===== src/rtl/hazard_ctrl_pkg.sv =====
// Shared pipeline definitions for the hazard/stall controller:
// controller state encoding, default register-address width and the
// instruction field positions of the rs/rt source operands.
package hazard_ctrl_pkg;

  typedef enum logic {
    IDLE = 1'b0,
    HOLD = 1'b1
  } hz_state_e;

  localparam int REG_AW_DEF = 5;

  localparam int RS_MSB = 25;
  localparam int RS_LSB = 21;
  localparam int RT_MSB = 20;
  localparam int RT_LSB = 16;

endpackage


===== src/rtl/hazard_match.sv =====
// Combinational operand comparator: flags when a producer's destination
// register is a live source operand (rs or rt) of the instruction in ID.
// Register 0 is hard-wired to zero and never creates a dependency.
module hazard_match #(
  parameter int REG_AW = 5
) (
  input  logic [REG_AW-1:0] r_i,
  input  logic [REG_AW-1:0] rs_i,
  input  logic [REG_AW-1:0] rt_i,
  input  logic              uses_rs_i,
  input  logic              uses_rt_i,
  output logic              hit_o
);

  // Hit only for a non-zero destination matching an operand ID really reads.
  always_comb begin
    hit_o = (r_i != '0) &&
            ((uses_rs_i && (r_i == rs_i)) || (uses_rt_i && (r_i == rt_i)));
  end

endmodule


===== src/rtl/hazard_ctrl.sv =====
// Hazard-detection and stall controller for the 5-stage pipeline.
// Decides in IDLE how many cycles the instruction in ID must wait,
// holds PC and IF/ID while inserting bubbles into ID/EX for that many
// cycles, flushes IF/ID on a taken branch resolved in ID, and keeps a
// saturating count of stall episodes for performance debug.
module hazard_ctrl
  import hazard_ctrl_pkg::*;
#(
  parameter int REG_AW       = REG_AW_DEF,
  parameter int LOAD_STALLS  = 1,
  parameter int BRANCH_IN_ID = 1,
  parameter int EVT_W        = 16
) (
  input  logic              clk_i,
  input  logic              rst_i,
  input  logic [31:0]       instr_i,
  input  logic              id_uses_rs_i,
  input  logic              id_uses_rt_i,
  input  logic              id_is_branch_i,
  input  logic              branch_taken_i,
  input  logic              idex_memread_i,
  input  logic              idex_regwrite_i,
  input  logic [REG_AW-1:0] idex_rd_i,
  input  logic              exmem_memread_i,
  input  logic [REG_AW-1:0] exmem_rd_i,
  output logic              pc_write_o,
  output logic              ifid_write_o,
  output logic              bubble_o,
  output logic              ifid_flush_o,
  output logic              stall_o,
  output logic [EVT_W-1:0]  stall_evt_o
);

  // Wide enough for the longest episode (LOAD_STALLS + 1 on a branch).
  localparam int CNT_W = $clog2(LOAD_STALLS + 2);

  localparam logic [CNT_W-1:0] S_LOAD = CNT_W'(LOAD_STALLS);
  localparam logic [CNT_W-1:0] S_BRLD = CNT_W'(LOAD_STALLS + 1);
  localparam logic [CNT_W-1:0] S_ONE  = CNT_W'(1);
  localparam logic             BR_EN  = (BRANCH_IN_ID != 0);

  if ((LOAD_STALLS < 1) || (LOAD_STALLS > 7)) begin : g_bad_load_stalls
    $error("hazard_ctrl: LOAD_STALLS must be in 1..7");
  end

  hz_state_e         state_q, state_d;
  logic [CNT_W-1:0]  cnt_q, cnt_d;
  logic [EVT_W-1:0]  evt_q;

  logic [REG_AW-1:0] id_rs, id_rt;
  logic              hit_idex, hit_exmem;
  logic [CNT_W-1:0]  s_req;
  logic              stall_req;
  logic              start_ep;
  logic              unused_instr;

  assign id_rs        = instr_i[RS_LSB +: REG_AW];
  assign id_rt        = instr_i[RT_LSB +: REG_AW];
  assign unused_instr = ^{instr_i[31:RS_MSB+1], instr_i[RT_LSB-1:0]};

  hazard_match #(.REG_AW(REG_AW)) u_match_idex (
    .r_i       (idex_rd_i),
    .rs_i      (id_rs),
    .rt_i      (id_rt),
    .uses_rs_i (id_uses_rs_i),
    .uses_rt_i (id_uses_rt_i),
    .hit_o     (hit_idex)
  );

  hazard_match #(.REG_AW(REG_AW)) u_match_exmem (
    .r_i       (exmem_rd_i),
    .rs_i      (id_rs),
    .rt_i      (id_rt),
    .uses_rs_i (id_uses_rs_i),
    .uses_rt_i (id_uses_rt_i),
    .hit_o     (hit_exmem)
  );

  // Required stall length; a branch compared in ID needs its operands one
  // stage earlier than an ALU consumer, so it waits longer behind a load
  // and also waits behind an ALU result still in EX or a load in MEM.
  always_comb begin
    s_req = '0;
    if (BR_EN && id_is_branch_i) begin
      if (idex_memread_i && hit_idex) begin
        s_req = S_BRLD;
      end else if (idex_regwrite_i && hit_idex) begin
        s_req = S_ONE;
      end else if (exmem_memread_i && hit_exmem) begin
        s_req = S_ONE;
      end
    end else if (idex_memread_i && hit_idex) begin
      s_req = S_LOAD;
    end
  end

  assign stall_req = (state_q == HOLD) ? 1'b1 : (s_req != '0);
  assign start_ep  = (state_q == IDLE) && (s_req != '0);

  // State and remaining-hold-cycle register.
  always_ff @(posedge clk_i or posedge rst_i) begin
    if (rst_i) begin
      state_q <= IDLE;
      cnt_q   <= '0;
    end else begin
      state_q <= state_d;
      cnt_q   <= cnt_d;
    end
  end

  // Next state: multi-cycle episodes park in HOLD until the count runs out.
  always_comb begin
    state_d = state_q;
    cnt_d   = cnt_q;
    case (state_q)
      IDLE: begin
        if (s_req > S_ONE) begin
          state_d = HOLD;
          cnt_d   = s_req - S_ONE;
        end
      end
      HOLD: begin
        cnt_d = cnt_q - S_ONE;
        if (cnt_q == S_ONE) begin
          state_d = IDLE;
        end
      end
      default: begin
        state_d = IDLE;
        cnt_d   = '0;
      end
    endcase
  end

  // Pipeline control outputs; reset holds the pipe frozen with a bubble.
  always_comb begin
    pc_write_o   = 1'b1;
    ifid_write_o = 1'b1;
    bubble_o     = 1'b0;
    ifid_flush_o = 1'b0;
    stall_o      = 1'b0;
    if (rst_i) begin
      pc_write_o   = 1'b0;
      ifid_write_o = 1'b0;
      bubble_o     = 1'b1;
    end else if (stall_req) begin
      pc_write_o   = 1'b0;
      ifid_write_o = 1'b0;
      bubble_o     = 1'b1;
      stall_o      = 1'b1;
    end else begin
      ifid_flush_o = BR_EN && id_is_branch_i && branch_taken_i;
    end
  end

  // Episode counter: one count per IDLE-to-stall decision, sticks at all-ones.
  always_ff @(posedge clk_i or posedge rst_i) begin
    if (rst_i) begin
      evt_q <= '0;
    end else if (start_ep && (evt_q != '1)) begin
      evt_q <= evt_q + EVT_W'(1);
    end
  end

  assign stall_evt_o = evt_q;

endmodule

===== config.mk =====
export PLATFORM = sky130hd
export DESIGN_NAME = hazard_ctrl
export DESIGN_NICKNAME = d
export VERILOG_FILES = /design/src/rtl/hazard_ctrl_pkg.sv /design/src/rtl/hazard_match.sv /design/src/rtl/hazard_ctrl.sv
export SDC_FILE = /design/constraint.sdc
export NUM_CORES = 1
export LEC_CHECK = 0
export CORE_AREA = 2 2 62 64
export CTS_CLUSTER_DIAMETER = 60
export DETAILED_ROUTE_END_ITERATION = 8
export DIE_AREA = 0 0 64 66
export PLACE_DENSITY = 0.88
export SLEW_MARGIN = 20
export SYNTH_ARGS = -nofsm -noshare
export SYNTH_HDL_FRONTEND = slang
export SYNTH_HIERARCHICAL = 1
export SYNTH_SLANG_ARGS = --single-unit

===== constraint.sdc =====
create_clock -name clk_i -period 4.15 [get_ports clk_i]
set_input_delay 1.0375 -clock clk_i [delete_from_list [all_inputs] [get_ports clk_i]]
set_output_delay 1.0375 -clock clk_i [all_outputs]
set_load 0.01 [all_outputs]

==> Implementation_results.wiki, run 1 <==
{| class="wikitable"
! Metric !! Value
|-
| Run status || finished clean
|-
| Crit end category || output pin
|-
| Slew at the pin closest to its max-slew limit || 456 ps
|-
| Yosys warning total || 6
|-
| Layout cell share with drive strength beyond 1 || 16.8%
|-
| Setup Skew || 4.39 ps
|-
| Post-synth design cell area || 0.00132 sq mm
|-
| Placer's final routability congestion estimate || 0.819
|-
| Minimum clock period after layout || 4030 ps
|-
| Remaining antenna violation count after routing || 0
|-
| Type of the worst setup path || in -> out
|-
| Number of buffers created by CTS || 3
|-
| Wirelength per Cell || 13.2 um
|-
| Antenna fix cells || 0
|-
| Half-perimeter wire length of the detailed placement result || 2580 um
|-
| Power density normalized to cell area || 244 mW/mm^2
|-
| Number of antenna violations at the first check in global routing || 0
|-
| Core region area || 0.00355 sq mm
|-
| Setup Viol. Count Final || 0
|-
| CTS max path bufs || 2
|-
| Synthesized area per cell || 9.71 sq um
|-
| Count of different cell masters after synthesis || 29
|-
| First-pass GRT wire length || 5420 um
|-
| Register-to-Register Setup Slack || 2330 ps
|-
| Number of enable flip-flop cells after synthesis || 0
|-
| Unrepaired setup endpoints after global routing || no
|-
| Startpoint type of the worst setup path || primary input
|-
| Pin count of the biggest net entering global routing || 20
|-
| Fmax achieved || 0.248 GHz
|-
| Total Power Consumption || 0.000475 W
|-
| Cell Chain, Critical Path || dlygate4sd2_1, xor2_1, nor4_1, nand3_1, a21oi_2, buf_4, nand3_2, ha_2, and3_4, and3_1, buf_2
|-
| Hold Worst Slack || 497 ps
|-
| Number of buffers added for setup after CTS || 0
|-
| VDD IR-drop max || 0.000227 V
|-
| Max Slew Vio Count || 0
|-
| Total nets after synthesis || 190
|-
| Fill cell total of the finished layout || 324
|-
| Total global routing track utilization || 16.2%
|-
| Clock transition at the registers of the reported paths || 100 ps
|-
| Area occupied by registers || 475 sq um
|-
| Number of global-route vias before repair || 1165
|-
| Top FF cell, synth || sky130_fd_sc_hd__dfrtp_1
|-
| Full die area || 0.00422 sq mm
|-
| Number of buffer cells added on primary ports || 49
|-
| Max incr delay on CP || 290 ps
|-
| Detailed-route via count || 1201
|-
| Insertion delay to the later sink of the worst-skew pair || 290 ps
|-
| DRC errors left || 0
|-
| Total routed wirelength || 3230 um
|-
| DR iter-0 viols || 31
|-
| Crit path DAT || 2990 ps
|-
| P_leak || 0.887 nW
|-
| Cell chosen for the clock root || sky130_fd_sc_hd__clkbuf_4
|-
| Number of H-tree levels || 1
|-
| Remaining Overflow, GRT || 0
|-
| CP required || 3110 ps
|-
| Number of top-level design ports || 72
|-
| Max transition margin || 69.4%
|-
| Final Hold Fails || 0
|-
| Maximum Capacitance Violations || 0
|-
| Cell with the largest stage delay on the worst path || sky130_fd_sc_hd__nor4_1
|-
| Clock tree from TritonCTS || done
|-
| Number of standard cells after synthesis || 136
|-
| FFs w/ async S/R, synth || 100%
|-
| Top fanout value on the critical path || 4
|-
| Layout net count || 252
|-
| Worst min path class || reg -> reg
|-
| Flops & latches, synth || 19
|-
| Site row count || 22
|-
| Horizontal die dimension || 64 um
|-
| Period utilization || 97.0%
|-
| Multi-input gate area || 838 sq um
|-
| Post-cts hold buffer count || 0
|-
| Seq/Total Area, Yosys || 36.0%
|-
| Initial core utilization || 37.2%
|-
| Total iterations of the first detailed-routing run || 4
|-
| Mean number of vias per cell || 4.90
|-
| Clock tree sinks || 19
|-
| Overall die height || 66 um
|-
| Area growth from synthesis to layout || 47.4%
|}
-- worst max-delay path: cells and delay by family --
family	cells	cell delay, ps
compound gates	1	180
xor+xnor	1	150
fa+ha+maj	1	200
buf+inv	3	550
simple gates	5	870
-- registers in the layout, summed over array words and instances, names as in the netlist --
register     cells
stall_evt_o     16
state_q          1
cnt_q            2
-- report_power, final --
part / total (W) / switching, W / internal (W)
clock: 0.0000900 / 0.0000526 / 0.0000374
sequential: 0.000238 / 0.0000309 / 0.000207
combinational: 0.000147 / 0.0000652 / 0.0000816
total: 0.000475 / 0.000149 / 0.000326
-- final timing paths --
kind	startpoint	endpoint	cells past startpoint
setup / recovery	idex_rd_i[3]	ifid_flush_o	11
hold / removal	cnt_q[0]	cnt_q[0]	1
setup reg to reg	stall_evt_o[0]	stall_evt_o[1]	5
hold reg to reg	cnt_q[0]	cnt_q[0]	1
max in group asynchronous	rst_i	stall_evt_o[15]	3
min in group asynchronous	rst_i	cnt_q[0]	3
-- per-layer routing --
| layer | track usage, % | vias to the layer above | wire, um |
|---|---|---|---|
| met2 | 28.6 | 26 | 1670 |
| met4 | 2.45 | 0 | 10 |
| met3 | 3.24 | 2 | 147 |
| met5 | 0 | - | 0 |
| li1 | - | 605 | - |
| met1 | 20.7 | 568 | 1400 |
-- metrics by stage --
stage                     cell area, sq um  cells  setup WS (ps)  TNS [ps]  utilization, %
after floorplan                       1320    136            479         0               -
after global placement                1930    241           -454     -1870            54.4
after detailed placement              1930    241           -534     -2250            54.4
after CTS                             1940    245           11.6         0            54.7
after global routing                  1950    245           10.9         0            54.8
final                                 1950    245            123         0            54.8
-- cell usage after synthesis, drive strengths merged (2+ instances only) --
cell	count	area share (%)
xnor2	6	4.0
a21oi	8	3.0
xor2	24	16
inv	6	1.7
mux2i	3	2.3
ha	3	2.8
o21ai	5	1.9
or4	2	1.1
nor4	6	5.4
mux2	2	1.7
dfrtp	19	36
nor2	10	3.0
nor3	8	3.4
nand4	6	6.3
nand3	10	3.8
nand2	9	2.6
and3	4	2.0
-- cells in the final DEF, fill, tap and decap left out, types with 2 or more instances in the layout --
cell                               n
sky130_fd_sc_hd__nor2_1            9
sky130_fd_sc_hd__nand4_1           3
sky130_fd_sc_hd__nand3_1           9
sky130_fd_sc_hd__clkbuf_2          2
sky130_fd_sc_hd__xnor2_1           6
sky130_fd_sc_hd__nor4_1            2
sky130_fd_sc_hd__xor2_1           24
sky130_fd_sc_hd__buf_4             9
sky130_fd_sc_hd__inv_1             6
sky130_fd_sc_hd__a21oi_1           5
sky130_fd_sc_hd__nand2_1           9
sky130_fd_sc_hd__nor4_2            3
sky130_fd_sc_hd__dlygate4sd2_1    16
sky130_fd_sc_hd__nand4_4           3
sky130_fd_sc_hd__ha_1              2
sky130_fd_sc_hd__clkdlybuf4s50_1  26
sky130_fd_sc_hd__dfrtp_1          19
sky130_fd_sc_hd__or4_1             2
sky130_fd_sc_hd__a21oi_2           3
sky130_fd_sc_hd__clkbuf_4          3
sky130_fd_sc_hd__nor3_1            7
sky130_fd_sc_hd__clkdlybuf4s15_1   4
sky130_fd_sc_hd__and3_1            2
sky130_fd_sc_hd__o21ai_0           5
sky130_fd_sc_hd__mux2i_1           3
-- cells by family (layout without fill, tap and decap cells) --
logic type | Yosys count | count (layout) | synth area share [%]
AND/OR/NAND/NOR | 57 | 57 | 28.8
flip-flops | 19 | 19 | 36.0
AO/OA/AOI/OAI | 15 | 15 | 6.16
buffers and inverters | 7 | 68 | 2.27
adder cells (fa/ha/maj) | 3 | 3 | 2.84
multiplexers | 5 | 5 | 3.98
XOR/XNOR | 30 | 30 | 19.9
-- area by class of cell --
| type | count | area share (%) |
|---|---|---|
| Multi-Input combinational cell | 110 | 43.1 |
| Timing Repair Buffer | 58 | 26.9 |
| Sequential cell | 19 | 24.4 |
| Tap cell | 48 | 3.09 |
| Clock buffer | 4 | 1.35 |
| Inverter | 6 | 1.16 |
-- what timing repair did --
item                       in CTS  in global routing
pin swaps                       7                  6
resized for setup              29                 11
setup endpoints to repair       5                  5
No activity file was read; power rests on OpenSTA's default activity.
==> run 2, diff against run 1 <==
--- a/config.mk
+++ b/config.mk
@@ -6,7 +6,8 @@
 export NUM_CORES = 1
 export LEC_CHECK = 0
 export CORE_AREA = 2 2 62 64
-export CTS_CLUSTER_DIAMETER = 60
+export CTS_CLUSTER_DIAMETER = 40
+export CTS_CLUSTER_SIZE = 40
 export DETAILED_ROUTE_END_ITERATION = 8
 export DIE_AREA = 0 0 64 66
 export PLACE_DENSITY = 0.88
==> results of run 2 <==
Same layout as run 1: the final DEF is identical, and so are final timing and power.
